File: src/rtl/seq_alu.sv
// Sequential ALU: add/sub/logic in one cycle, bit-serial shifts and shift-add multiply.
// Latency: 1 cycle for single-cycle ops and zero-amount shifts, n+1 for shifts by n, WIDTH+1 for MUL.
// Backpressure: start_i is ignored while busy_o=1 (no queuing); a start in the done cycle is accepted.
module seq_alu #(
    parameter  int WIDTH = 8,
    localparam int SHW   = $clog2(WIDTH)
) (
    input  logic             clk,
    input  logic             rst_n,
    input  logic             start_i,
    input  logic [3:0]       op_i,
    input  logic [WIDTH-1:0] rs_i,
    input  logic [WIDTH-1:0] rt_i,
    output logic             busy_o,
    output logic             done_o,
    output logic [WIDTH-1:0] result_o,
    output logic [WIDTH-1:0] hi_o,
    output logic             carry_o,
    output logic             neg_o,
    output logic             zero_o
);

    localparam logic [3:0] OP_ADD  = 4'd0;
    localparam logic [3:0] OP_ADDC = 4'd1;
    localparam logic [3:0] OP_SUB  = 4'd2;
    localparam logic [3:0] OP_SUBC = 4'd3;
    localparam logic [3:0] OP_LSL  = 4'd4;
    localparam logic [3:0] OP_LSLC = 4'd5;
    localparam logic [3:0] OP_LSR  = 4'd6;
    localparam logic [3:0] OP_LSRC = 4'd7;
    localparam logic [3:0] OP_ASR  = 4'd8;
    localparam logic [3:0] OP_NOT  = 4'd9;
    localparam logic [3:0] OP_AND  = 4'd10;
    localparam logic [3:0] OP_OR   = 4'd11;
    localparam logic [3:0] OP_CMP  = 4'd12;
    localparam logic [3:0] OP_MUL  = 4'd13;

    localparam logic [SHW:0] CNT_MUL = (SHW+1)'(WIDTH);
    localparam logic [SHW:0] CNT_ONE = (SHW+1)'(1);

    typedef enum logic [1:0] {IDLE, RUN, DONE} state_t;

    state_t           r_state;
    state_t           w_state_nxt;

    // Operation context captured at accept: opcode, carry-in, working operands, step counter.
    logic [3:0]       r_op;
    logic             r_cin;
    logic [WIDTH-1:0] r_a;      // shift register, or multiplicand for MUL
    logic [WIDTH-1:0] r_b;      // multiplier, becomes the low product half
    logic [WIDTH-1:0] r_acc;    // running high product half
    logic [SHW:0]     r_cnt;

    logic [WIDTH-1:0] r_result;
    logic [WIDTH-1:0] r_hi;
    logic             r_carry;
    logic             r_neg;
    logic             r_zero;

    logic [SHW-1:0]   w_amt;
    logic             w_is_shift;
    logic             w_multi;
    logic             w_accept;
    logic             w_last;

    logic [WIDTH:0]   w_sum;
    logic [WIDTH:0]   w_dif;
    logic [WIDTH-1:0] w_s_res;
    logic [WIDTH-1:0] w_s_hi;
    logic [WIDTH-1:0] w_s_val;
    logic             w_s_c;
    logic             w_s_nz;

    logic             w_fill;
    logic [WIDTH-1:0] w_sh_nxt;
    logic             w_sh_out;
    logic [WIDTH:0]   w_pp;
    logic [WIDTH-1:0] w_mul_hi;
    logic [WIDTH-1:0] w_mul_lo;

    assign w_amt      = rt_i[SHW-1:0];
    assign w_is_shift = (op_i inside {[OP_LSL:OP_ASR]});
    assign w_multi    = (op_i == OP_MUL) || (w_is_shift && (w_amt != '0));
    assign w_accept   = start_i && (r_state != RUN);
    assign w_last     = (r_state == RUN) && (r_cnt == CNT_ONE);

    assign busy_o   = (r_state == RUN);
    assign done_o   = (r_state == DONE);
    assign result_o = r_result;
    assign hi_o     = r_hi;
    assign carry_o  = r_carry;
    assign neg_o    = r_neg;
    assign zero_o   = r_zero;

    // State register.
    always_ff @(posedge clk or negedge rst_n) begin
        if (!rst_n) r_state <= IDLE;
        else        r_state <= w_state_nxt;
    end

    // Next state: multi-cycle work goes through RUN, everything else straight to DONE.
    always_comb begin
        w_state_nxt = r_state;
        case (r_state)
            IDLE, DONE: begin
                if (start_i) w_state_nxt = w_multi ? RUN : DONE;
                else         w_state_nxt = IDLE;
            end
            RUN:     if (r_cnt == CNT_ONE) w_state_nxt = DONE;
            default: w_state_nxt = IDLE;
        endcase
    end

    // Single-cycle result path, evaluated directly from the request inputs.
    always_comb begin
        w_sum   = {1'b0, rs_i} + {1'b0, rt_i} + {{WIDTH{1'b0}}, (op_i == OP_ADDC) & r_carry};
        w_dif   = {1'b0, rs_i} - {1'b0, rt_i} - {{WIDTH{1'b0}}, (op_i == OP_SUBC) & r_carry};
        w_s_res = '0;
        w_s_hi  = '0;
        w_s_c   = r_carry;
        w_s_nz  = 1'b1;
        case (op_i)
            OP_ADD, OP_ADDC: begin
                w_s_res = w_sum[WIDTH-1:0];
                w_s_c   = w_sum[WIDTH];
            end
            OP_SUB, OP_SUBC: begin
                w_s_res = w_dif[WIDTH-1:0];
                w_s_c   = w_dif[WIDTH];
            end
            OP_CMP: begin
                // Compare only touches the flags; visible results are kept.
                w_s_res = r_result;
                w_s_hi  = r_hi;
                w_s_c   = w_dif[WIDTH];
            end
            OP_LSL, OP_LSLC, OP_LSR, OP_LSRC, OP_ASR: w_s_res = rs_i;  // zero-amount shift
            OP_NOT: w_s_res = ~rt_i;
            OP_AND: w_s_res = rs_i & rt_i;
            OP_OR:  w_s_res = rs_i | rt_i;
            default: w_s_nz = 1'b0;  // reserved: zero outputs, all flags kept
        endcase
        w_s_val = (op_i == OP_CMP) ? w_dif[WIDTH-1:0] : w_s_res;
    end

    // One shift step and one shift-add multiply step from the captured context.
    always_comb begin
        case (r_op)
            OP_LSLC, OP_LSRC: w_fill = r_cin;
            OP_ASR:           w_fill = r_a[WIDTH-1];
            default:          w_fill = 1'b0;
        endcase
        if ((r_op == OP_LSL) || (r_op == OP_LSLC)) begin
            w_sh_nxt = {r_a[WIDTH-2:0], w_fill};
            w_sh_out = r_a[WIDTH-1];
        end else begin
            w_sh_nxt = {w_fill, r_a[WIDTH-1:1]};
            w_sh_out = r_a[0];
        end
        w_pp     = {1'b0, r_acc} + (r_b[0] ? {1'b0, r_a} : '0);
        w_mul_hi = w_pp[WIDTH:1];
        w_mul_lo = {w_pp[0], r_b[WIDTH-1:1]};
    end

    // Datapath: capture on accept, iterate in RUN, publish results only on the done edge.
    always_ff @(posedge clk or negedge rst_n) begin
        if (!rst_n) begin
            r_op     <= '0;
            r_cin    <= 1'b0;
            r_a      <= '0;
            r_b      <= '0;
            r_acc    <= '0;
            r_cnt    <= '0;
            r_result <= '0;
            r_hi     <= '0;
            r_carry  <= 1'b0;
            r_neg    <= 1'b0;
            r_zero   <= 1'b0;
        end else if (w_accept) begin
            r_op  <= op_i;
            r_cin <= r_carry;
            r_a   <= rs_i;
            r_b   <= rt_i;
            r_acc <= '0;
            r_cnt <= (op_i == OP_MUL) ? CNT_MUL : {1'b0, w_amt};
            if (!w_multi) begin
                r_result <= w_s_res;
                r_hi     <= w_s_hi;
                r_carry  <= w_s_c;
                if (w_s_nz) begin
                    r_neg  <= w_s_val[WIDTH-1];
                    r_zero <= (w_s_val == '0);
                end
            end
        end else if (r_state == RUN) begin
            r_cnt <= r_cnt - CNT_ONE;
            if (r_op == OP_MUL) begin
                r_acc <= w_mul_hi;
                r_b   <= w_mul_lo;
            end else begin
                r_a <= w_sh_nxt;
            end
            if (w_last) begin
                if (r_op == OP_MUL) begin
                    r_result <= w_mul_lo;
                    r_hi     <= w_mul_hi;
                    r_carry  <= (w_mul_hi != '0);
                    r_neg    <= w_mul_lo[WIDTH-1];
                    r_zero   <= ({w_mul_hi, w_mul_lo} == '0);
                end else begin
                    r_result <= w_sh_nxt;
                    r_hi     <= '0;
                    r_carry  <= w_sh_out;
                    r_neg    <= w_sh_nxt[WIDTH-1];
                    r_zero   <= (w_sh_nxt == '0);
                end
            end
        end
    end

endmodule
File: config.mk
export PLATFORM = sky130hd
export DESIGN_NAME = seq_alu
export DESIGN_NICKNAME = d
export VERILOG_FILES = /design/src/rtl/seq_alu.sv
export SDC_FILE = /design/constraint.sdc
export NUM_CORES = 1
export LEC_CHECK = 0
export CORE_AREA = 4 4 143 76
export CTS_CLUSTER_DIAMETER = 60
export DETAILED_ROUTE_END_ITERATION = 8
export DIE_AREA = 0 0 147 80
export PLACE_DENSITY = 0.78
export SETUP_SLACK_MARGIN = 0.05
export SYNTH_ARGS = -nofsm -noshare
export SYNTH_HDL_FRONTEND = slang
export SYNTH_SLANG_ARGS = --single-unit
export TNS_END_PERCENT = 20
File: constraint.sdc
create_clock -name clk -period 6.92 [get_ports clk]
set_input_delay 1.038 -clock clk [delete_from_list [all_inputs] [get_ports clk]]
set_output_delay 1.038 -clock clk [all_outputs]
set_load 0.01 [all_outputs]
Yosys cells after proc, flatten, opt, wreduce, memory -nomap -nowiden
Cells that the tools add are included.
Storage, ports and cells
  register bits: 54
  input bits: 23
  logic and storage cells: 134
  output and inout port bits: 21
Cells by class
  add/subtract/negate cells: 6
  magnitude comparators: 2
  bitwise gates (word level): 5
  reduce and logical (&&, ||, !) cells: 29
  muxes and demuxes: 52
  equal/unequal tests: 28
Operators with widths (number)
  2-to-1 mux 8 bit: 23
  case mux 8 bit (7 select lines): 1
  equality test 4 bit (second input constant): 8
  equality test 4 x 3 -> 1 bit (second input constant): 7
  2-to-1 mux 1 bit: 19
  adder 8 x 8 -> 9 bit: 2
  zero test 16 bit: 1
  zero test 8 bit: 2
  OR reduction 13 bit: 1
  2-to-1 mux 4 bit: 3
  AND reduction 4 bit: 3
  adder 9 x 1 -> 9 bit: 1
  subtractor 8 x 8 -> 9 bit: 1
  subtractor 9 x 1 -> 9 bit: 1
  AND 8 bit: 1
  equality test 4 x 1 -> 1 bit (second input constant): 2
  equality test 4 x 2 -> 1 bit (second input constant): 2
  NOT 8 bit: 1
  bitwise OR 8 bit: 1
  nonzero test 8 bit: 1
  OR reduction 2 bit: 4
  2-to-1 mux 2 bit: 3
  inequality test 2 x 1 -> 1 bit (second input constant): 3
  inequality test 2 bit (second input constant): 3
  other kinds (19): 28

Longest topological paths before layout
Gate-level depths: netlist of run 1.
  word-level depth: 9
  depth in mapped cells: 15
  gate-level depth less buffers: 14

Least setup slack after synthesis of run 1
Ideal clock, no wire load.
  kind: input-to-reg
  from: input port op_i[2]
  to: register r_zero, in the netlist zero_o
  cell stages on the path: 14
  buffers on the path: 1
  library setup time: 0.066 ns
  required time: 6.854 ns
  slack: 2.840 ns
  data arrival time: 4.015 ns
  path through: inv_1 > ha_1 > and2_1 > clkbuf_1 > nand3_1 > fa_1 > fa_1 > o21a_1 > o221a_2 > a221o_1 > a211oi_2 > a31oi_1 > nor4_1 > a22o_1
Between the ends
  cells in the longest elaborated chain, start to end: 9
  elaborated cells on any way between the ends: 37
  those cells by class: add/sub: 2; order compare: 2; eq/ne: 15; mux: 6; bitwise: 2; reduce/logical: 10
Ends and longest elaborated chain
  start: declaration: line 11  | input logic [3:0] op_i,
  equality test 4 x 2 -> 1 bit / equality test 4 x 1 -> 1 bit (equally long branches): line 117, 122, 116
  AND 1 bit, on equally long branches: line 117, 116
  subtractor 9 x 1 -> 9 bit / adder 9 x 1 -> 9 bit (equally long branches): line 117, 116
  case mux 8 bit (7 select lines): line 122  | case (op_i)
  2-to-1 mux 8 bit: line 143  | w_s_val = (op_i == OP_CMP) ? w_dif[WIDTH-1:0] : w_s_res;
  zero test 8 bit: line 192  | r_zero <= (w_s_val == '0);
  2-to-1 mux 1 bit: line 190  | if (w_s_nz) begin
  2-to-1 mux 1 bit: line 186  | if (!w_multi) begin
  2-to-1 mux 1 bit: line 179  | end else if (w_accept) begin
  end signal: assignment: line 192
  end signal: assignment: line 209  | r_zero <= ({w_mul_hi, w_mul_lo} == '0);
  end signal: assignment: line 215  | r_zero <= (w_sh_nxt == '0);
  end: declaration: line 58  | logic r_zero;
Several ways; a longest one is shown, not always the timed one. The select of a mux whose other input is x is not followed.
A chain may end at the register's enable or synchronous reset.

Final worst setup path of run 1
  from: input port op_i[3]
  to: register r_zero, in the netlist zero_o
The elaborated chain is that of the path after synthesis.

==> impl_metrics.json, run 1 <==
{
  "final_setup_violation_count": 0,
  "final_core_utilization_pct": 57.21,
  "category_of_the_critical_setup_timing_path": "input pin to register",
  "critical_path_required_ns": 7.16,
  "cell_count_final_fillers_out": 731,
  "max_fclk_mhz": 200.0,
  "dominantRegCellSynth": "sky130_fd_sc_hd__dfrtp_1",
  "synth-seq-area-share_pct": 28.51,
  "grt_antenna_before_repair": 0,
  "reg2reg_to": "zero_o$_DFFE_PN0P_",
  "final_layout_fill_cell_count": 860,
  "clock-root-buffer": "sky130_fd_sc_hd__clkbuf_16",
  "max-clock-path-buffers": 2,
  "mostFrequentLayoutCell": "sky130_fd_sc_hd__nand2_1",
  "dr_total_vias": 4459,
  "power.density_nw_per_um2": 284.9,
  "avgViaCountPerCell": 6.100,
  "rows": 25,
  "coreArea_um2": 9415,
  "post_route_worst_hold_slack_ns": 0.4884,
  "design_area_um2": 5386,
  "place_congestion": 0.9395,
  "grt.total_usage_pct": 23.15,
  "gr-total-overflow": 0,
  "async_flop_share_pct": 100.0,
  "tritoncts": "yes",
  "dieHeight_um": 80,
  "crit_arrival_ns": 5.24,
  "placed_cells_incl_taps": 723,
  "cts-resized-gates": 0,
  "timing.rr.start": "carry_o$_DFFE_PN0P_",
  "critPathCaptureType": "register",
  "cts_hold_repair.buffers": 0,
  "final.period_utilization_pct": 72.26,
  "timing_hold_violations_final": 0,
  "boundaryPins": 44,
  "drive_gt1_share_pct": 4.530,
  "maximum_number_of_pins_on_one_net_before_global_route_repair": 55,
  "holdCritPathClass": "register to register",
  "max-vdd-ir-drop_uv": 148.7,
  "grt_pass1_vias": 4099,
  "finalWorstPathRequiredPeriod_ns": 5.000,
  "wirelength_um": 13680,
  "place.port_buffers": 43,
  "die-width_um": 147,
  "hpwl_um": 10330,
  "initial_utilization_pct": 50.34,
  "rsz_0062_raised_after_global_routing": "no",
  "n_antenna_cell": 0,
  "timing.final.ws_setup_ns": 1.920,
  "remaining_drc_errors": 0,
  "number_of_buffers_inserted_during_clock_tree_synthesis": 5,
  "drt-pass1-iter-count": 5,
  "ant_nets": 0,
  "max_slew_margin_pct": 47.22,
  "detail_route.wl_per_cell_um": 18.71,
  "drv_cap": 0,
  "post_synth_num_cell_types": 70,
  "worstRegToRegCells": 10,
  "dpl-instance-area_um2": 5240,
  "most-common-layout-cells": "sky130_fd_sc_hd__nand2_1, sky130_fd_sc_hd__dfrtp_1, sky130_fd_sc_hd__nor2_1, sky130_fd_sc_hd__ha_1, sky130_fd_sc_hd__clkdlybuf4s50_1",
  "whs_endpoint": "neg_o$_DFFE_PN0P_",
  "drt_iter0_drc": 576,
  "min-delay-start": "neg_o$_DFFE_PN0P_",
  "synth_enable_flop_cells": 0,
  "final_max_slew_viol_count": 0,
  "clkSlewWorstSetupHoldPaths_ns": 0.07,
  "grt_first_pass_wirelength_um": 21820,
  "multiInputGateArea_um2": 3107,
  "die_area_um2": 11760,
  "area_of_the_mapped_netlist_um2": 4740,
  "design_power_total_mw": 1.535,
  "detailedPlace.worstSlack_ns": 1.682,
  "clock_latency_ns": 0.29,
  "postCtsSetupRepairBufs": 0,
  "tightestPinTransition_ns": 0.7893,
  "synth.net_count": 639,
  "area_growth_syn_to_layout_pct": 13.65,
  "num-nets-final": 667,
  "total_leakage_power_nw": 2.344,
  "finalClockSkew_ns": 0.005760,
  "critical_path.startpoint_type": "input pin",
  "outcome": "completed",
  "clock_sinks": 54,
  "finalSetupTns_ns": 0,
  "ys_warn_count": 0,
  "post_synthesis_cell_count": 567,
  "hold_depth": 2,
  "synth_area_per_cell_um2": 8.359,
  "regToRegSetupSlack_ns": 3.70,
  "clock_h_tree_levels": 2,
  "ys_ff_latch": 54,
  "crit_path_max_fanout": 13,
  "area.sequential_um2": 1351
}
## worst max-delay path by stage
stage               startpoint                 end  cells past startpoint
floorplan              op_i[2]  zero_o$_DFFE_PN0P_                     14
global placement       op_i[3]  zero_o$_DFFE_PN0P_                     14
detailed placement     op_i[3]  zero_o$_DFFE_PN0P_                     14
CTS                    op_i[3]  zero_o$_DFFE_PN0P_                     14
global route           op_i[3]  zero_o$_DFFE_PN0P_                     14
finish                 op_i[3]  zero_o$_DFFE_PN0P_                     14
## report_power, final
group	total, mW	switching, mW	internal, mW
Sequential	0.540	0.121	0.418
Clock	0.252	0.117	0.134
Combinational	0.743	0.426	0.317
Total	1.53	0.665	0.870
## layer usage
layer / track usage (%) / share of wire [%] / vias up
li1: - / - / 2112
met2: 37.31 / 45 / 208
met3: 2.552 / 6.3 / 28
met5: 0 / 0 / -
met1: 32.95 / 47 / 2111
met4: 6.970 / 2.2 / 0
## synthesized netlist by cell type, types with 3 or more instances
cell	n	area, um2
sky130_fd_sc_hd__nor3b_1	6	45.04
sky130_fd_sc_hd__xor2_1	6	52.55
sky130_fd_sc_hd__inv_1	33	123.9
sky130_fd_sc_hd__buf_2	5	25.02
sky130_fd_sc_hd__a22o_1	5	43.79
sky130_fd_sc_hd__a21o_1	6	45.04
sky130_fd_sc_hd__mux2i_1	17	170.2
sky130_fd_sc_hd__o21ai_0	28	140.1
sky130_fd_sc_hd__a221oi_1	6	52.55
sky130_fd_sc_hd__o21a_1	5	37.54
sky130_fd_sc_hd__nor4b_1	3	26.28
sky130_fd_sc_hd__nor2_1	50	187.7
sky130_fd_sc_hd__a31oi_1	13	81.33
sky130_fd_sc_hd__and4b_1	3	30.03
sky130_fd_sc_hd__nand2b_1	10	62.56
sky130_fd_sc_hd__clkbuf_1	20	75.07
sky130_fd_sc_hd__fa_1	5	100.1
sky130_fd_sc_hd__and3_1	3	18.77
sky130_fd_sc_hd__dfrtp_1	54	1351
sky130_fd_sc_hd__or3_1	5	31.28
sky130_fd_sc_hd__o41ai_1	4	35.03
sky130_fd_sc_hd__a21oi_1	23	115.1
sky130_fd_sc_hd__a22oi_1	3	22.52
sky130_fd_sc_hd__o2111ai_1	3	26.28
sky130_fd_sc_hd__nor3_1	8	40.04
sky130_fd_sc_hd__a221o_1	7	70.07
sky130_fd_sc_hd__nor2b_1	5	31.28
sky130_fd_sc_hd__nand4_1	4	25.02
sky130_fd_sc_hd__ha_1	44	550.5
sky130_fd_sc_hd__o31ai_1	3	22.52
sky130_fd_sc_hd__nand3_1	19	95.09
sky130_fd_sc_hd__o211ai_1	6	45.04
sky130_fd_sc_hd__nand2_1	68	255.2
sky130_fd_sc_hd__a211oi_1	9	67.56
sky130_fd_sc_hd__xnor2_1	9	78.83
sky130_fd_sc_hd__nor4_1	5	31.28
sky130_fd_sc_hd__and2_1	13	81.33
sky130_fd_sc_hd__a32o_1	3	30.03
sky130_fd_sc_hd__nand3b_1	3	22.52
sky130_fd_sc_hd__o22ai_1	7	43.79
## critical path, cell delays in order
cell                              delay [ns]
sky130_fd_sc_hd__clkdlybuf4s50_1        0.47
sky130_fd_sc_hd__inv_1                  0.12
sky130_fd_sc_hd__ha_1                   0.46
sky130_fd_sc_hd__nor2b_1                0.56
sky130_fd_sc_hd__nand3_1                0.18
sky130_fd_sc_hd__fa_1                   0.45
sky130_fd_sc_hd__fa_1                   0.41
sky130_fd_sc_hd__mux2i_1                0.18
sky130_fd_sc_hd__xnor2_1                0.17
sky130_fd_sc_hd__o2111ai_1              0.18
sky130_fd_sc_hd__a2111oi_1              0.47
sky130_fd_sc_hd__o31ai_1                0.12
sky130_fd_sc_hd__nor4_1                 0.26
sky130_fd_sc_hd__a22o_1                 0.18
## final cells by class
type,count,area share [%]
clock buffer,5,2.323
clock inverter,3,0.3949
inverter,34,2.369
multi-input combinational,449,57.68
sequential,54,25.09
tap,135,3.136
timing repair buffer,51,9.013
## registers in the layout (all words and copies together) (netlist names)
signal	cells
carry_o	1
r_b	8
r_acc	8
r_op	4
hi_o	8
neg_o	1
result_o	8
r_a	8
zero_o	1
r_state	2
r_cnt	4
r_cin	1
## logic make-up after synthesis
group	Yosys count	share of synthesized area, %
AOI/OAI and AO/OA	151	22.47
adders and majority gates	49	13.73
muxes	18	3.828
and+or+nand+nor	216	22.76
xor gates and xnor gates	15	2.772
buffers and inverters	64	5.940
DFF	54	28.51
Note: power is estimated with default switching activity, not from simulation.
==> run 2, diff against run 1 <==
PLACE_DENSITY = 0.81   (was 0.78)
clock period = 4.2 ns   (was 6.92 ns; I/O delays follow)
==> run 2 against run 1 <==
Net effect:
- setup slack lost 1.7 ns
- critical path depth is the same
- clock power grew 69%
- sequential share of layout area shrank 0.41 points
- first-iteration DRC count shrank 1.9%
- via count grew 4.8%
- cell count grew 1.5%
- combinational power grew 68%
- routed wire length grew 3.0%
- die area is the same
- sequential power grew 65%
- register-to-register slack lost 2.7 ns
- critical path type unchanged
==> impl_metrics.json, run 2 (same netlist as run 1, synthesis figures left out) <==
{
  "tightestPinTransition_ns": 0.9340,
  "category_of_the_critical_setup_timing_path": "input pin to register",
  "regToRegSetupSlack_ns": 0.96,
  "max_fclk_mhz": 253.2,
  "number_of_buffers_inserted_during_clock_tree_synthesis": 5,
  "outcome": "completed",
  "clock_h_tree_levels": 2,
  "clock-root-buffer": "sky130_fd_sc_hd__clkbuf_16",
  "post_route_worst_hold_slack_ns": 0.4573,
  "total_leakage_power_nw": 2.402,
  "drt_iter0_drc": 565,
  "mostFrequentLayoutCell": "sky130_fd_sc_hd__nand2_1",
  "tritoncts": "yes",
  "reg2reg_to": "zero_o$_DFFE_PN0P_",
  "maximum_number_of_pins_on_one_net_before_global_route_repair": 55,
  "rsz_0062_raised_after_global_routing": "no",
  "max-clock-path-buffers": 2,
  "grt_pass1_vias": 4422,
  "holdCritPathClass": "input pin to asynchronous set/reset pin",
  "dpl-instance-area_um2": 5323,
  "finalSetupTns_ns": 0,
  "power.density_nw_per_um2": 468.2,
  "area_growth_syn_to_layout_pct": 15.52,
  "grt_antenna_before_repair": 0,
  "place.port_buffers": 43,
  "n_antenna_cell": 0,
  "worstRegToRegCells": 10,
  "design_power_total_mw": 2.563,
  "num-nets-final": 678,
  "dieHeight_um": 80,
  "critPathCaptureType": "register",
  "final_max_slew_viol_count": 0,
  "final_setup_violation_count": 0,
  "most-common-layout-cells": "sky130_fd_sc_hd__nand2_1, sky130_fd_sc_hd__dfrtp_1, sky130_fd_sc_hd__nor2_1, sky130_fd_sc_hd__ha_1, sky130_fd_sc_hd__clkdlybuf4s50_1",
  "clkSlewWorstSetupHoldPaths_ns": 0.07,
  "crit_arrival_ns": 4.18,
  "cp-startpoint": "op_i[3]",
  "setup.worst_path.end": "zero_o$_DFFE_PN0P_",
  "grt_first_pass_wirelength_um": 22960,
  "critical_path_required_ns": 4.43,
  "finalClockSkew_ns": 0.007114,
  "crit_path_max_fanout": 4,
  "final.period_utilization_pct": 94.04,
  "drive_gt1_share_pct": 6.260,
  "boundaryPins": 44,
  "detail_route.wl_per_cell_um": 18.98,
  "die-width_um": 147,
  "hpwl_um": 10600,
  "die_area_um2": 11760,
  "dr_total_vias": 4672,
  "wirelength_um": 14080,
  "clock_sinks": 54,
  "cts_hold_repair.buffers": 0,
  "grt.total_usage_pct": 24.13,
  "max_slew_margin_pct": 37.40,
  "gr-total-overflow": 0,
  "timing_hold_violations_final": 0,
  "initial_utilization_pct": 50.34,
  "critical_path.startpoint_type": "input pin",
  "drv_cap": 0,
  "remaining_drc_errors": 0,
  "rows": 25,
  "drt-pass1-iter-count": 6,
  "max-vdd-ir-drop_uv": 212.8,
  "ant_nets": 0,
  "timing.rr.start": "carry_o$_DFFE_PN0P_",
  "design_area_um2": 5475,
  "coreArea_um2": 9415,
  "finalWorstPathRequiredPeriod_ns": 3.950,
  "clock_latency_ns": 0.29,
  "place_congestion": 0.9610,
  "avgViaCountPerCell": 6.296
}
-- run 2: changes by cell type in the layout (fill, tap and decap cells not counted), sizes merged --
cell,delta
clkbuf,+1
clkinv,-1
buf,+11
-- run 2: how the worst min path moves through the flow --
| stage | endpoint | cells after the start | slack, ns | startpoint |
|---|---|---|---|---|
| final | result_o[5]$_DFFE_PN0P_ | 2 | 0.46 | rst_n |
| after floorplan | carry_o$_DFFE_PN0P_ | 0 | 0.33 | rst_n |
| after CTS | result_o[5]$_DFFE_PN0P_ | 2 | 0.49 | rst_n |
| after detailed placement | r_cin$_DFFE_PN0P_ | 2 | 0.47 | r_cin$_DFFE_PN0P_ |
| after global placement | hi_o[2]$_DFFE_PN0P_ | 2 | 0.47 | hi_o[2]$_DFFE_PN0P_ |
| after global routing | result_o[6]$_DFFE_PN0P_ | 2 | 0.52 | rst_n |
-- run 2: routing by layer --
layer  wire, um  part of all wire (%)  vias up  GRT usage [%]
li1           -                     -     2138              -
met1       6220                    44     2232          33.52
met2       6224                    44      255          39.38
met3       1237                   8.8       47          3.403
met4        402                   2.9        0          7.249
met5          0                     0        -              0
-- run 2: power breakdown --
part           switching (mW)  total, mW  internal (mW)
Clock                   0.190      0.427          0.237
Combinational           0.715       1.25          0.530
Sequential              0.202      0.891          0.689
Total                    1.11       2.56           1.46
-- run 2: worst max-delay path, cell delays in order --
cell and delay, ns:
sky130_fd_sc_hd__clkdlybuf4s50_1 0.41, sky130_fd_sc_hd__inv_1 0.10, sky130_fd_sc_hd__ha_1 0.23, sky130_fd_sc_hd__and2_1 0.17, sky130_fd_sc_hd__nand3_1 0.12, sky130_fd_sc_hd__fa_1 0.44, sky130_fd_sc_hd__fa_1 0.44, sky130_fd_sc_hd__o21a_1 0.23
sky130_fd_sc_hd__o221a_2 0.29, sky130_fd_sc_hd__a221o_1 0.31, sky130_fd_sc_hd__a211oi_2 0.23, sky130_fd_sc_hd__a31oi_1 0.11, sky130_fd_sc_hd__nor4_1 0.28, sky130_fd_sc_hd__a22o_1 0.19
-- run 2: area by class of cell --
cell class	instances	area [um2]
Inverter	34	127.6
Clock inverter	2	12.51
Clock buffer	6	138.9
Tap cell	135	168.9
Fill cell	833	3940
Sequential cell	54	1351
Timing Repair Buffer	62	568.0
Multi-Input combinational cell	449	3108
-- run 2: per-stage QoR --
step,setup slack [ns],util [%],instances
after floorplan,0.5277,-,567
after global placement,0.1291,56.53,734
after detailed placement,0.0006390,56.53,734
after CTS,0.2967,58.14,742
after global routing,0.05110,58.15,742
final,0.2503,58.15,742
-- run 2: repair_timing --
action,CTS,global route
resized for setup,0,1
buffers inserted,0,0
setup endpoints to repair,0,1
